**src/rtl/fp_add_arbiter.sv**
```systemverilog
// rtl/fp_add_arbiter.sv - round-robin arbiter sharing one pipelined FP add/sub datapath among NREQ requesters
module fp_add_arbiter #(
    parameter int WIDTH   = 24,
    parameter int NREQ    = 4,
    parameter int LATENCY = 3,
    parameter int MAX_OUT = 2
) (
    input  logic                  clk_i,
    input  logic                  rst_ni,
    input  logic                  flush_i,
    input  logic [NREQ-1:0]       req_valid_i,
    output logic [NREQ-1:0]       req_ready_o,
    input  logic [NREQ*WIDTH-1:0] req_a_i,
    input  logic [NREQ*WIDTH-1:0] req_b_i,
    input  logic [NREQ*4-1:0]     req_op_i,
    output logic                  fpu_valid_o,
    output logic [WIDTH-1:0]      fpu_a_o,
    output logic [WIDTH-1:0]      fpu_b_o,
    output logic [3:0]            fpu_op_o,
    input  logic [WIDTH-1:0]      fpu_result_i,
    output logic [NREQ-1:0]       resp_valid_o,
    output logic [WIDTH-1:0]      resp_result_o,
    output logic                  busy_o
);

    localparam int IDW = $clog2(NREQ);
    localparam int CW  = $clog2(MAX_OUT + 1);
    localparam logic [IDW:0]  NREQ_C    = (IDW+1)'(NREQ);
    localparam logic [CW-1:0] MAX_OUT_C = CW'(MAX_OUT);

    logic [IDW-1:0]   ptr_q;
    logic [CW-1:0]    cnt_q [NREQ];
    logic [CW-1:0]    cnt_d [NREQ];
    logic             any_d;
    logic [NREQ-1:0]  elig;
    logic [IDW:0]     cand;
    logic             grant_any;
    logic [IDW-1:0]   grant_id;
    logic [NREQ-1:0]  grant_vec;
    logic [IDW:0]     ptr_inc;
    logic [IDW-1:0]   ptr_nxt;
    logic [IDW-1:0]   fpu_id_q;
    logic [LATENCY-1:0] tag_v_q;
    logic [IDW-1:0]   tag_id_q [LATENCY];
    logic [NREQ-1:0]  dec_vec;

    // A requester may compete only while below its in-flight limit (registered count, no bypass)
    always_comb begin
        elig = '0;
        for (int k = 0; k < NREQ; k++) begin
            elig[k] = req_valid_i[k] && (cnt_q[k] < MAX_OUT_C);
        end
    end

    // Round-robin search from ptr upward; reset and flush suppress any grant
    always_comb begin
        grant_any = 1'b0;
        grant_id  = '0;
        cand      = '0;
        for (int i = 0; i < NREQ; i++) begin
            cand = {1'b0, ptr_q} + (IDW+1)'(i);
            if (cand >= NREQ_C) begin
                cand = cand - NREQ_C;
            end
            if (!grant_any && elig[cand[IDW-1:0]]) begin
                grant_any = 1'b1;
                grant_id  = cand[IDW-1:0];
            end
        end
        if (!rst_ni || flush_i) begin
            grant_any = 1'b0;
        end
    end

    // One-hot grant doubles as the ready handshake
    always_comb begin
        grant_vec = '0;
        if (grant_any) begin
            grant_vec[grant_id] = 1'b1;
        end
    end

    assign req_ready_o = grant_vec;

    // Pointer advances past the winner, wrapping at NREQ
    always_comb begin
        ptr_inc = {1'b0, grant_id} + (IDW+1)'(1);
        ptr_nxt = (ptr_inc == NREQ_C) ? '0 : ptr_inc[IDW-1:0];
    end

    // Round-robin pointer register
    always_ff @(posedge clk_i) begin
        if (!rst_ni) begin
            ptr_q <= '0;
        end else if (grant_any) begin
            ptr_q <= ptr_nxt;
        end
    end

    // Issue register: capture the winner's operands at the handshake edge
    always_ff @(posedge clk_i) begin
        if (!rst_ni) begin
            fpu_valid_o <= 1'b0;
            fpu_a_o     <= '0;
            fpu_b_o     <= '0;
            fpu_op_o    <= '0;
            fpu_id_q    <= '0;
        end else if (flush_i) begin
            fpu_valid_o <= 1'b0;
        end else begin
            fpu_valid_o <= grant_any;
            if (grant_any) begin
                fpu_a_o  <= req_a_i[int'(grant_id)*WIDTH +: WIDTH];
                fpu_b_o  <= req_b_i[int'(grant_id)*WIDTH +: WIDTH];
                fpu_op_o <= req_op_i[int'(grant_id)*4 +: 4];
                fpu_id_q <= grant_id;
            end
        end
    end

    // Tag pipeline: last stage lines up with fpu_result_i for the matching op
    always_ff @(posedge clk_i) begin
        if (!rst_ni) begin
            tag_v_q <= '0;
            for (int s = 0; s < LATENCY; s++) begin
                tag_id_q[s] <= '0;
            end
        end else begin
            tag_v_q[0]  <= fpu_valid_o && !flush_i;
            tag_id_q[0] <= fpu_id_q;
            for (int s = 1; s < LATENCY; s++) begin
                tag_v_q[s]  <= tag_v_q[s-1] && !flush_i;
                tag_id_q[s] <= tag_id_q[s-1];
            end
        end
    end

    // Completing op's requester; drives both the response pulse and the count decrement
    always_comb begin
        dec_vec = '0;
        if (tag_v_q[LATENCY-1]) begin
            dec_vec[tag_id_q[LATENCY-1]] = 1'b1;
        end
    end

    // Response register: one-cycle pulse, data holds between pulses
    always_ff @(posedge clk_i) begin
        if (!rst_ni) begin
            resp_valid_o  <= '0;
            resp_result_o <= '0;
        end else if (flush_i) begin
            resp_valid_o <= '0;
        end else begin
            resp_valid_o <= dec_vec;
            if (tag_v_q[LATENCY-1]) begin
                resp_result_o <= fpu_result_i;
            end
        end
    end

    // Next outstanding counts; the decrement lands on the edge that sets the response pulse
    always_comb begin
        any_d = 1'b0;
        for (int k = 0; k < NREQ; k++) begin
            cnt_d[k] = cnt_q[k];
            case ({grant_vec[k], dec_vec[k]})
                2'b10:   cnt_d[k] = cnt_q[k] + CW'(1);
                2'b01:   cnt_d[k] = cnt_q[k] - CW'(1);
                default: cnt_d[k] = cnt_q[k];
            endcase
            if (cnt_d[k] != '0) begin
                any_d = 1'b1;
            end
        end
    end

    // Outstanding counters and busy flag
    always_ff @(posedge clk_i) begin
        if (!rst_ni || flush_i) begin
            for (int k = 0; k < NREQ; k++) begin
                cnt_q[k] <= '0;
            end
            busy_o <= 1'b0;
        end else begin
            for (int k = 0; k < NREQ; k++) begin
                cnt_q[k] <= cnt_d[k];
            end
            busy_o <= any_d;
        end
    end

    for (genvar k = 0; k < NREQ; k++) begin : g_cnt_chk
        a_cnt_max: assert property (@(posedge clk_i) disable iff (!rst_ni)
            cnt_q[k] <= MAX_OUT_C);
        a_cnt_uflow: assert property (@(posedge clk_i) disable iff (!rst_ni)
            !(dec_vec[k] && (cnt_q[k] == '0)));
    end

endmodule

```
**config.mk**
```make
export PLATFORM = sky130hd
export DESIGN_NAME = fp_add_arbiter
export DESIGN_NICKNAME = d
export VERILOG_FILES = /design/src/rtl/fp_add_arbiter.sv
export SDC_FILE = /design/constraint.sdc
export NUM_CORES = 1
export LEC_CHECK = 0
export ABC_AREA = 1
export CORE_AREA = 4 4 125 127
export DETAILED_ROUTE_END_ITERATION = 8
export DIE_AREA = 0 0 129 131
export HOLD_SLACK_MARGIN = 0.08
export PLACE_DENSITY = 0.83
export RECOVER_POWER = 50
export SYNTH_ARGS = -nofsm -noshare
export SYNTH_HDL_FRONTEND = slang
export SYNTH_SLANG_ARGS = --single-unit
```
**constraint.sdc**
```tcl
create_clock -name clk_i -period 9.4 [get_ports clk_i]
set_clock_uncertainty 0.15 [all_clocks]
set_input_delay 1.88 -clock clk_i [delete_from_list [all_inputs] [get_ports clk_i]]
set_output_delay 1.88 -clock clk_i [all_outputs]
set_load 0.01 [all_outputs]
```
* Word-level counts from Yosys, hierarchy flattened
Memory sizes are Yosys's and may differ from the RTL's.
Index checks and enable logic that the tools add are counted.
** Storage, ports and cells
- Memory bits (writable) :: 14
- Input port bits :: 239
- Memories :: 2
- Output and inout bits :: 86
- Register bits after elaboration :: 89
- Word-level logic and storage cells :: 139
** Operators by class
- Eq/ne operators :: 9
- Reductions and logical operators :: 25
- Bitwise gates (word level) :: 9
- Shifts and indexed selects :: 3
- Multiply operators :: 1
- Muxes and demuxes :: 48
- $add $sub $neg :: 16
- $lt $le $gt $ge :: 16
** Memories
- cnt_q :: words 4, bits a word 2, rd ports 4, clocked after memory_dff 0, write ports 4, line 32 : logic [CW-1:0] cnt_q [NREQ];
- tag_id_q :: words 3, bits a word 2, rd ports 3, clocked after memory_dff 0, write ports 3, line 44 : logic [IDW-1:0] tag_id_q [LATENCY];
** Operators by type and width (count)
- variable part select 96 x 32 -> 24 bit :: 1
- variable part select 96 x 8 -> 24 bit :: 1
- two-way mux 2 bit :: 16
- two-way mux 1 bit :: 20
- less-than comparator 2 x 3 -> 1 bit (second input constant) :: 6
- one-hot mux 2 bit (2 select lines) :: 4
- variable part select 16 x 5 -> 4 bit :: 1
- subtractor 2 x 1 -> 2 bit (second input constant) :: 8
- logical AND 1 bit :: 12
- >= comparator 3 bit (second input constant) :: 3
- adder 2 x 1 -> 2 bit (second input constant) :: 4
- binary-select mux 1 bit (select 2 bit) :: 4
- equality test 2 x 1 -> 1 bit (second input constant) :: 4
- equality test 2 bit (second input constant) :: 4
- less-than comparator 2 bit (second input constant) :: 4
- two-way mux 4 bit :: 2
- nonzero test 2 bit :: 4
- OR 1 bit :: 7
- adder 2 x 1 -> 3 bit (second input constant) :: 2
- adder 2 x 2 -> 3 bit (second input constant) :: 2
- zero test 1 bit :: 5
- demux 1 bit (select 2 bit) :: 2
- >= comparator 2 x 1 -> 1 bit (second input constant) :: 2
- multiplier 2 x 2 -> 4 bit (second input constant) :: 1
- other kinds (6) :: 8

* Longest topological paths before layout
An unclocked memory read counts as a cell.
- Word-level depth :: 27
- Mapped depth :: 23
- Mapped depth without buffers :: 21

* Worst setup path after synthesis
OpenSTA, ideal clock, no wires.
- Path type :: input -> output
- Start :: input port req_valid_i[3]
- End :: output port req_ready_o[3]
- Arrival :: 3.155 ns
- Path slack :: 4.215 ns
- Stages :: 10
- Data required time :: 7.370 ns
- Path buffers :: 1
- Path through :: nand3_1 nand3_1 nand2_1 nand4_2 nand3_4 inv_2 buf_2 ha_1 nand2_1 inv_1
** On the way
- Word-level cells in the longest chain between the ends :: 18
- Elaborated cells between the ends (all ways) :: 30
- Those cells by class :: order compare: 2; mux: 20; reduce/logical: 8
** Ends and longest elaborated chain
- start: declaration :: line 11 : input logic [NREQ-1:0] req_valid_i,
- logical AND 1 bit (*) :: line 51 : elig[k] = req_valid_i[k] && (cnt_q[k] < MAX_OUT_C);
- binary-select mux 1 bit (select 2 bit) :: line 65 : if (!grant_any && elig[cand[IDW-1:0]]) begin
- two-way mux 1 bit (not written as such) :: line 65
- two-way mux 1 bit :: line 65
- zero test 1 bit :: line 65
- logical AND 1 bit :: line 65
- two-way mux 1 bit :: line 65
- zero test 1 bit :: line 65
- [... 2 more ...]
- zero test 1 bit :: line 65
- logical AND 1 bit :: line 65
- two-way mux 2 bit :: line 65
- less-than comparator 2 x 3 -> 1 bit (not written as such) / >= comparator 2 x 1 -> 1 bit (equally long branches) :: line 79 : grant_vec[grant_id] = 1'b1;
- logical AND 1 bit (not written as such) :: line 79
- two-way mux 1 bit (not written as such) :: line 79
- demux 1 bit (select 2 bit) :: line 79
- two-way mux 4 bit (*) :: line 78 : if (grant_any) begin
- end: declaration :: line 12 : output logic [NREQ-1:0] req_ready_o,
Mark *: on every way between the ends. The rest lies on a longest branch, timed or not. The select of a mux whose other input is x is not followed.

* Worst setup path in the final report
- Start :: input port req_valid_i[3]
- End :: output port req_ready_o[2]
The elaborated chain is that of the path after synthesis.

==> impl_metrics.csv <==
group,metric,value,unit
status,status,"finished, final reports clean",
critical_path,cp_max_fo,31,
sta,hold_ws,261,ps
global_route,grt.total_usage,0.235,
critical_path,critPathArrivalTime,5350,ps
sta,setup_viol,0,
critical_path,crit_slowest_cell,"nand3_1",
cts,clk_latency,340,ps
sta,rsz0062_at_grt,"no",
cts,cts-root-buf,"clkbuf_16",
critical_path,cp_slowest_stage_delay,660,ps
logic_synthesis,synth_ff_type,"dfxtp_1",
floorplanning,die_area,0.0169,mm2
sta,max_freq,0.135,GHz
cts,cts.sinks,103,
route,remaining_drc_errors,0,
floorplanning,die_h,131,um
cts,cts_resized,0,
cts,htreeDepth,3,
logic_synthesis,synth_nets,1170,
logic_synthesis,synth_most_common_cell,"nand2_1",
power_and_ir_drop,vdd_drop_max,91.0,uV
critical_path,critical_path.most_common_cell,"nand3_1",
logic_synthesis,avgSynthCellArea,6.13,um2
cells_and_area,fillers,1316,
logic_synthesis,async_reset_ff_frac,0,
logic_synthesis,ys_types,30,
logic_synthesis,synthesis.area,0.00568,mm2
critical_path,path_delay_family,"buffers and inverters",
logic_synthesis,synth-seq-area-share,0.363,
global_route,grt_antenna_before_repair,0,
global_route,grt-ovfl-total,0,
floorplanning,coreArea,0.0144,mm2
floorplanning,start_util,0.394,
critical_path,cp-end-kind,"output pin",
logic_synthesis,synth_top_cell_area_share,0.363,
sta,hold_violations,0,
cells_and_area,antenna_cells,0,
floorplanning,num_io_pins,325,
sta,min_period,7380,ps
placed_design,port-buffer-count,324,
placed_design,place.gp.congestion,0.905,
cts,hold_buffers,0,
cells_and_area,fin_nets,1454,
logic_synthesis,ys_top_cells_by_count,"344 x nand2_1, 123 x nand3_1, 123 x nor2_1, 103 x dfxtp_1, 61 x inv_1",
route,wl,21.0,mm
route,via_count,6831,
logic_synthesis,synthCells,926,
cts,post_cts_buffers,0,
cts,cts_buffer_depth,2,
sta,final_max_slew_viol_count,0,
placed_design,numPlacedInstances,1383,
global_route,grt_pass1_vias,6309,
logic_synthesis,synth_area_leaders,"dfxtp_1 36%, nand2_1 23%, nand3_1 11%, nor2_1 8.1%, inv_1 4.0%",
route,viasPerCell,4.89,
critical_path,path_cells,"clkdlybuf4s50_1 -> nand3_1 -> nand3_1 -> nand2_1 -> nand4_1 -> nand3_1 -> inv_2 -> nor2_4 -> inv_2 -> nor2_2 -> clkdlybuf4s50_1",
cts,clk_pin_slew,70,ps
cts,cts_tree,"yes",
route,avgRoutedWirePerCell,15.0,um
floorplanning,rows,44,
critical_path,crit_type,"in2out",
sta,tightest_slew,953,ps
cts,cts_buffers,9,
critical_path,critPathBufInv,4,
route,drtAntennaViolNets,0,
cells_and_area,layout-drive-gt1-share,0.0297,
logic_synthesis,ys_ff_latch,103,
logic_synthesis,synth_edf_count,0,
critical_path,cp.required,7370,ps
power_and_ir_drop,powerDensity,162,mW/mm2
route,dr.pass1.iters,7,
sta,tns,0,ps
sta,min_period_over_period,0.785,
route,dr.first_iter.drc_count,510,
cells_and_area,instances_no_fill,1398,
global_route,grt_pass1_wl,31.4,mm
critical_path,worst_setup_path_start_kind,"input port",
power_and_ir_drop,leakagePower,4.46,nW
sta,max-slew-margin-rel,0.363,
logic_synthesis,yosys_warnings,0,
critical_path,r2r_slack,5010,ps
floorplanning,die_x,129,um
cells_and_area,syn2layout_area_growth,62.8,%
global_route,grt_max_degree,85,
power_and_ir_drop,p_total,1.50,mW
placed_design,hpwlAfterDp,16.0,mm
job,max-cap-violations,0,
logic_synthesis,yosysTopAreaCell,"dfxtp_1",
worst_hold_path,hold_path_class,"reg2reg",
## worst paths after layout
kind,start,to,cells past startpoint
max,req_valid_i[3],req_ready_o[2],11
min,tag_v_q[0],tag_v_q[1],2
max reg2reg,ptr_q[0],busy_o,17
min reg2reg,tag_v_q[0],tag_v_q[1],2
## flip-flops by register name, indices dropped and copies added, names as in the netlist
name / count
busy_o: 1
cnt_q: 8
fpu_a_o: 24
fpu_b_o: 24
fpu_id_q: 2
fpu_op_o: 4
fpu_valid_o: 1
ptr_q: 2
resp_result_o: 24
resp_valid_o: 4
tag_id_q: 6
tag_v_q: 3
## area by class of cell
class	count	area, um2	area share
clock buffer	10	239	0.0258
clock inverter	5	88.8	0.00961
inverter	67	254	0.0275
multi-input combinational	699	3090	0.335
sequential	103	2060	0.223
tap	184	230	0.0249
timing repair buffer	330	3280	0.355
## report_power, final
group	internal, mW	switching, mW	leakage (nW)
clock	0.243	0.168	0.161
sequential	0.487	0.0253	0.845
combinational	0.252	0.320	3.45
total	0.982	0.513	4.46
## logic make-up after synthesis
logic type | Yosys count | share of synthesized area
XOR/XNOR | 8 | 0.0123
buffers and inverters | 124 | 0.0925
AO/OA/AOI/OAI | 50 | 0.0493
flip-flops | 103 | 0.363
AND/OR/NAND/NOR | 636 | 0.472
adder cells (fa/ha/maj) | 5 | 0.0110
## cells in the final DEF, fill, tap and decap left out, types with 9 or more instances in the layout
master | netlist | layout
dlygate4sd3_1 | 0 | 83
o211ai_1 | 10 | 10
nand3_1 | 123 | 123
clkbuf_16 | 0 | 9
inv_1 | 61 | 61
o21ai_0 | 31 | 31
clkdlybuf4s50_1 | 0 | 240
dfxtp_1 | 103 | 103
nand2_1 | 344 | 344
nand4_1 | 26 | 26
nor2_1 | 123 | 123
## through the flow
step,util,area [um2],setup slack [ps]
after floorplan,-,5680,4210
after global placement,0.619,8920,2110
after detailed placement,0.619,8920,2070
after CTS,0.641,9250,2070
after global routing,0.641,9250,1720
final,0.641,9250,2020
## worst register-to-register path: cells and delay by family (launching register included)
family	cells	cell delay, ps
compound gates	4	610
xor+xnor	1	170
fa+ha+maj	1	240
buf+inv	5	1330
flops	1	540
simple gates	6	1240
## layer usage
layer  routed length [um]  track usage  up-vias
met3                 1900       0.0744       46
met5                    0            0        -
met1                 8220        0.280     2996
met2                10200        0.399      290
met4                  638       0.0865        0
li1                     -            -     3499
No activity file was read; power rests on OpenSTA's default activity.
